--- src/rtl/mem_arb_pkg.sv ---
// Shared types and constants for the unified-memory arbiter.
//   rsp_owner_e : which requester owns the read response due next cycle.
//   STREAK_W    : width of the consecutive-data-grant counter.
package mem_arb_pkg;

    typedef enum logic [1:0] {
        RSP_NONE = 2'd0,
        RSP_IF   = 2'd1,
        RSP_D    = 2'd2
    } rsp_owner_e;

    localparam int STREAK_W = 4;

endpackage : mem_arb_pkg

--- src/rtl/mem_arbiter.sv ---
// Single-port memory arbiter between the instruction-fetch and data ports.
// At most one access is granted per cycle. Data has priority, except that
// fetch wins once data has been granted MAX_DATA_STREAK times in a row
// while fetch was waiting. Read responses (1-cycle latency) are routed back
// to the requester that issued them.
//
// Ports:
//   clk, rst_n                       clock, async active-low reset
//   if_req/if_addr                   fetch request (held until if_gnt)
//   if_gnt/if_rvalid/if_rdata        fetch grant and read response
//   d_req/d_we/d_addr/d_wdata        data request (held until d_gnt)
//   d_gnt/d_rvalid/d_rdata           data grant and read response
//   mem_en/mem_we/mem_addr/mem_wdata memory command (combinational)
//   mem_rdata                        memory read data, one cycle after read
module mem_arbiter
    import mem_arb_pkg::*;
#(
    parameter int AW              = 32,
    parameter int DW              = 32,
    parameter int MAX_DATA_STREAK = 4
) (
    input  logic          clk,
    input  logic          rst_n,
    input  logic          if_req,
    input  logic [AW-1:0] if_addr,
    output logic          if_gnt,
    output logic          if_rvalid,
    output logic [DW-1:0] if_rdata,
    input  logic          d_req,
    input  logic          d_we,
    input  logic [AW-1:0] d_addr,
    input  logic [DW-1:0] d_wdata,
    output logic          d_gnt,
    output logic          d_rvalid,
    output logic [DW-1:0] d_rdata,
    output logic          mem_en,
    output logic          mem_we,
    output logic [AW-1:0] mem_addr,
    output logic [DW-1:0] mem_wdata,
    input  logic [DW-1:0] mem_rdata
);

    localparam logic [STREAK_W-1:0] STREAK_MAX = STREAK_W'(MAX_DATA_STREAK);

    logic [STREAK_W-1:0] streak_q;
    logic [STREAK_W-1:0] streak_d;
    rsp_owner_e          rsp_owner_q;
    rsp_owner_e          rsp_owner_d;
    logic                fetch_prio_s;
    logic                if_gnt_s;
    logic                d_gnt_s;

    // Fetch overrides data only when data has used up its streak budget.
    assign fetch_prio_s = if_req && (streak_q == STREAK_MAX);

    // Arbitration and memory command drive; nothing is granted during reset.
    always_comb begin
        if_gnt_s  = 1'b0;
        d_gnt_s   = 1'b0;
        mem_we    = 1'b0;
        mem_addr  = {AW{1'b0}};
        mem_wdata = {DW{1'b0}};
        if (!rst_n) begin
            if_gnt_s = 1'b0;
            d_gnt_s  = 1'b0;
        end else if (d_req && !fetch_prio_s) begin
            d_gnt_s = 1'b1;
        end else if (if_req) begin
            if_gnt_s = 1'b1;
        end else begin
            if_gnt_s = 1'b0;
            d_gnt_s  = 1'b0;
        end

        if (d_gnt_s) begin
            mem_we    = d_we;
            mem_addr  = d_addr;
            mem_wdata = d_wdata;
        end else if (if_gnt_s) begin
            mem_addr  = if_addr;
        end else begin
            mem_we    = 1'b0;
        end
    end

    // Next-state for the streak counter and the response owner.
    always_comb begin
        streak_d    = streak_q;
        rsp_owner_d = RSP_NONE;
        if (!if_req || if_gnt_s) begin
            streak_d = {STREAK_W{1'b0}};
        end else if (d_gnt_s && (streak_q != STREAK_MAX)) begin
            streak_d = streak_q + {{(STREAK_W-1){1'b0}}, 1'b1};
        end else begin
            streak_d = streak_q;
        end

        if (if_gnt_s) begin
            rsp_owner_d = RSP_IF;
        end else if (d_gnt_s && !d_we) begin
            rsp_owner_d = RSP_D;
        end else begin
            rsp_owner_d = RSP_NONE;
        end
    end

    // State register; reset drops any in-flight response.
    always_ff @(posedge clk or negedge rst_n) begin
        if (!rst_n) begin
            streak_q    <= {STREAK_W{1'b0}};
            rsp_owner_q <= RSP_NONE;
        end else begin
            streak_q    <= streak_d;
            rsp_owner_q <= rsp_owner_d;
        end
    end

    assign if_gnt    = if_gnt_s;
    assign d_gnt     = d_gnt_s;
    assign mem_en    = if_gnt_s | d_gnt_s;
    assign if_rvalid = (rsp_owner_q == RSP_IF);
    assign d_rvalid  = (rsp_owner_q == RSP_D);
    assign if_rdata  = mem_rdata;
    assign d_rdata   = mem_rdata;

endmodule : mem_arbiter

--- config.mk ---
export PLATFORM = sky130hd
export DESIGN_NAME = mem_arbiter
export DESIGN_NICKNAME = d
export VERILOG_FILES = /design/src/rtl/mem_arb_pkg.sv /design/src/rtl/mem_arbiter.sv
export SDC_FILE = /design/constraint.sdc
export NUM_CORES = 1
export LEC_CHECK = 0
export CAP_MARGIN = 20
export CORE_AREA = 2 2 104 106
export CTS_BUF_LIST = sky130_fd_sc_hd__clkbuf_4
export CTS_CLUSTER_DIAMETER = 120
export DETAILED_ROUTE_END_ITERATION = 8
export DIE_AREA = 0 0 106 108
export PLACE_DENSITY_LB_ADDON = 0.08
export SLEW_MARGIN = 20
export SYNTH_ARGS = -nofsm -noshare
export SYNTH_HDL_FRONTEND = slang
export SYNTH_SLANG_ARGS = --single-unit
--- constraint.sdc ---
create_clock -name clk -period 2.99 [get_ports clk]
set_input_delay 0.598 -clock clk [delete_from_list [all_inputs] [get_ports clk]]
set_output_delay 0.598 -clock clk [all_outputs]
set_load 0.01 [all_outputs]
==> impl_results.md <==
- Maximum buffer depth of the clock tree: 2
- CP max-delay cell: sky130_fd_sc_hd__clkdlybuf4s50_1
- Post-synth ARST share: 100.0%
- Met2 GRT Util: 17.60%
- Switching share of total power: 27.40%
- Critical path class: in -> out
- Primary FF master, synth: sky130_fd_sc_hd__dfrtp_1
- Largest cells by area after synthesis: sky130_fd_sc_hd__buf_4 (36%), sky130_fd_sc_hd__a22o_1 (21%), sky130_fd_sc_hd__and2_1 (15%)
- Max Fclk: 340.5 MHz
- Kind of capture point of the worst setup path: output port
- Number of nets in the layout: 423
- Number of ports placed on the die boundary: 267
- Peak supply drop: 0.09523 mV
- Largest driver fanout on the critical path: 22
- Clk slew on worst S/H paths: 0.04 ns
- Largest stage delay, worst path: 0.53 ns
- Portion of synthesized cell area occupied by the leading cell type: 36.03%
- Transition time at the pin with the least slew margin: 0.3655 ns
- Per-cell via count in the routed design: 3.808
- Worst flop-to-flop path startpoint: streak_q[0]$_DFFE_PN0P_
- Count of cells along the worst register-to-register path: 6
- Clock sink total: 6
- Max-Slew Margin vs Limit: 75.58%
- Total via count after detailed routing: 1,607
- Total global routing overflow: 0
- Required time of the critical path: 2.39 ns
- Max_cap viols: 0
- Register bit count reported by yosys: 6
- Net switching power: 0.1368 mW
- Vert. Die Dim: 108 um
- Endpoints failing setup: 0
- Length of the first detailed-routing pass in iterations: 4
- Antenna violation net count after detailed routing: 0
- Register-to-register path setup slack: 1.45 ns
- Clock period minus final worst setup slack: 2.937 ns
- Sequential-to-total area share from yosys stat: 10.92%
- Fin. max-slew vios: 0
- Relative area change from synthesis to final layout: 114.3%
- Leakage dissipation: 1.422 nW
- Post-DP HPWL: 4889 um
- Post-route fraction of the period consumed by the critical path: 98.22%
- Gate power share: 68.2%
- Maximum number of pins on one net before global-route repair: 46
- Critical Path Source: d_req
- Die width: 106 um
- Routability cong.: 0.7074
- Average footprint of a synthesized cell: 7.948 um^2
- TritonCTS clock tree: built
- WP data arrival: 2.34 ns
- Htree depth: 1
- Standard-cell row count: 37
- Setup skew after layout: 0.001308 ns
- Share of the core filled with cells in the final layout: 28.80%
- Yosys top cell by area: sky130_fd_sc_hd__buf_4
- Number of global-route vias before repair: 1,603
- Initial antenna violation count: 0
- Number of synthesized flops with an enable pin: 0
- Part of the total power dissipated in the clock network: 14.7%
- CTS Hold Bufs: 0
- Critical path destination: mem_addr[17]
- Number of port buffers: 170
- Power per cell area: 169.4 nW/um^2
- Most frequently used cell type in the post-synthesis netlist: sky130_fd_sc_hd__buf_4
- Global routing met1 resource utilization: 10.12%
- Endpoints failing hold: 0
- Total GRT Usage: 9.397%
- RSZ-0062 raised after global routing: true
- Setup Slack @ Placement: -0.02428 ns
- Floorplan Core Area: 10,230 um^2
- P_int: 0.3624 mW
- Cell Area, Synth: 1375 um^2
- Most heavily used metal layer in global routing: met2
- Share of post-route cells with drive strength above 1: 8.042%
- Post-Syn Instances: 173
- Leading post-synthesis cells by instance count: sky130_fd_sc_hd__buf_4 (66), sky130_fd_sc_hd__a22o_1 (33), sky130_fd_sc_hd__and2_1 (33), sky130_fd_sc_hd__buf_2 (8), sky130_fd_sc_hd__dfrtp_1 (6)
- Synthesized Nets: 308
- Clock root buffer: sky130_fd_sc_hd__clkbuf_4
- Effective utilization at floorplan: 13.44%
- Number of buffers created by CTS: 3
- Antenna Diode Count: 0
- Critical R2R Capture: rsp_owner_q[1]$_DFF_PN0_
- First-pass GRT wire length: 8625 um
- CP Cell Sequence: clkdlybuf4s50_1 > nand2_2 > a31oi_4 > buf_12 > a22o_1 > clkdlybuf4s50_1
- Smallest setup slack after layout: 0.05325 ns
- Clk Latency, worst-skew pair: 0.24 ns
- Share of total power in sequential cells: 17.0%
- Met3 global-route usage: 2.833%
- Cell repeated most along the worst path: sky130_fd_sc_hd__clkdlybuf4s50_1
- Average wire per cell in the routed design: 14.80 um
- Distinct cells, synth: 24
- Run status: finished, final reports clean
- Yosys warning total: 0
- Remaining design rule violation count: 0
- Full die area: 11,450 um^2
- Final WL: 6244 um
- Startpoint kind of the worst setup timing path: primary input
- Type of the most critical hold path: in -> async
- Count of routing violations after the opening detailed-route iteration: 47
placed cells by master (no fill, tap or decap), types with 2 or more instances in the layout:
cell type                         synthesis  routed
sky130_fd_sc_hd__clkbuf_4                 0       3
sky130_fd_sc_hd__a22o_1                  33      33
sky130_fd_sc_hd__nor2_1                   2       2
sky130_fd_sc_hd__and2_1                  33      33
sky130_fd_sc_hd__inv_1                    4       4
sky130_fd_sc_hd__buf_4                   66       7
sky130_fd_sc_hd__dlygate4sd2_1            0      19
sky130_fd_sc_hd__ha_1                     2       2
sky130_fd_sc_hd__buf_6                    0       2
sky130_fd_sc_hd__nor2b_1                  3       3
sky130_fd_sc_hd__clkdlybuf4s50_1          0     135
sky130_fd_sc_hd__o21a_1                   2       2
sky130_fd_sc_hd__dlymetal6s2s_1           0      16
sky130_fd_sc_hd__dfrtp_1                  6       6
sky130_fd_sc_hd__buf_12                   0       4
worst min path at each step:
stage                             from  depth (start not counted)                       end
6_report                         rst_n                          2   streak_q[2]$_DFFE_PN0P_
5_1_grt                          rst_n                          2   streak_q[2]$_DFFE_PN0P_
4_1_cts        streak_q[1]$_DFFE_PN0P_                          1   streak_q[1]$_DFFE_PN0P_
3_5_place_dp   streak_q[1]$_DFFE_PN0P_                          1   streak_q[1]$_DFFE_PN0P_
3_3_place_gp   streak_q[1]$_DFFE_PN0P_                          1   streak_q[1]$_DFFE_PN0P_
2_1_floorplan                    rst_n                          0  rsp_owner_q[0]$_DFF_PN0_
layer usage:
metal	vias up	share of wire, %
met5	-	0
met4	0	2.3
met3	25	9.6
met2	105	53
met1	724	35
li1	753	-
power groups by stage:
stage,combinational [mW],clock (mW),sequential [mW]
final,0.340,0.0736,0.0851
after global routing,0.366,0.0821,0.0852
after CTS,0.338,0.0785,0.0850
after detailed placement,0.345,0,0.0863
after global placement,0.346,0,0.0863
after floorplan,0.180,0,0.0860
sequential cells by signal, indices dropped and copies added (netlist names):
signal	flops
rsp_owner_q	2
streak_q	4
cell families after synthesis:
family / synth area share, %
flops: 10.92
compound gates: 25.57
mux: 0.8189
fa+ha+maj: 1.820
buf+inv: 40.04
simple gates: 20.84
layout make-up:
type / instances / area, um^2
clock buffer: 3 / 22.52
fill: 1097 / 7284
inverter: 4 / 15.01
multi-input combinational: 89 / 690.7
sequential: 6 / 150.1
tap: 136 / 170.2
timing repair buffer: 184 / 1898
what timing repair did:
item                       CTS  global route
cloned                       0             2
buffers inserted             0             4
resized for setup           19            17
setup endpoints to repair   19            35
pin swaps                    0             0
worst max-delay path: cells and delay by family:
family | cells | cell delay, ns
simple gates | 1 | 0.08
buf+inv | 3 | 1.22
compound gates | 2 | 0.42
stage by stage:
| step | setup TNS [ns] | instance area, um^2 | power (mW) | hold WS, ns | cells |
|---|---|---|---|---|---|
| final | 0 | 2947 | 0.4992 | 0.3591 | 422 |
| after global routing | -0.01234 | 2947 | 0.5332 | 0.3756 | 422 |
| after CTS | 0 | 2824 | 0.5016 | 0.5787 | 416 |
| after detailed placement | -0.09806 | 2825 | 0.4308 | 0.5644 | 413 |
| after global placement | -0.007601 | 2825 | 0.4324 | 0.5804 | 413 |
| after floorplan | 0 | 1375 | 0.2662 | 0.3024 | 173 |
(Power assumes the default switching activity.)
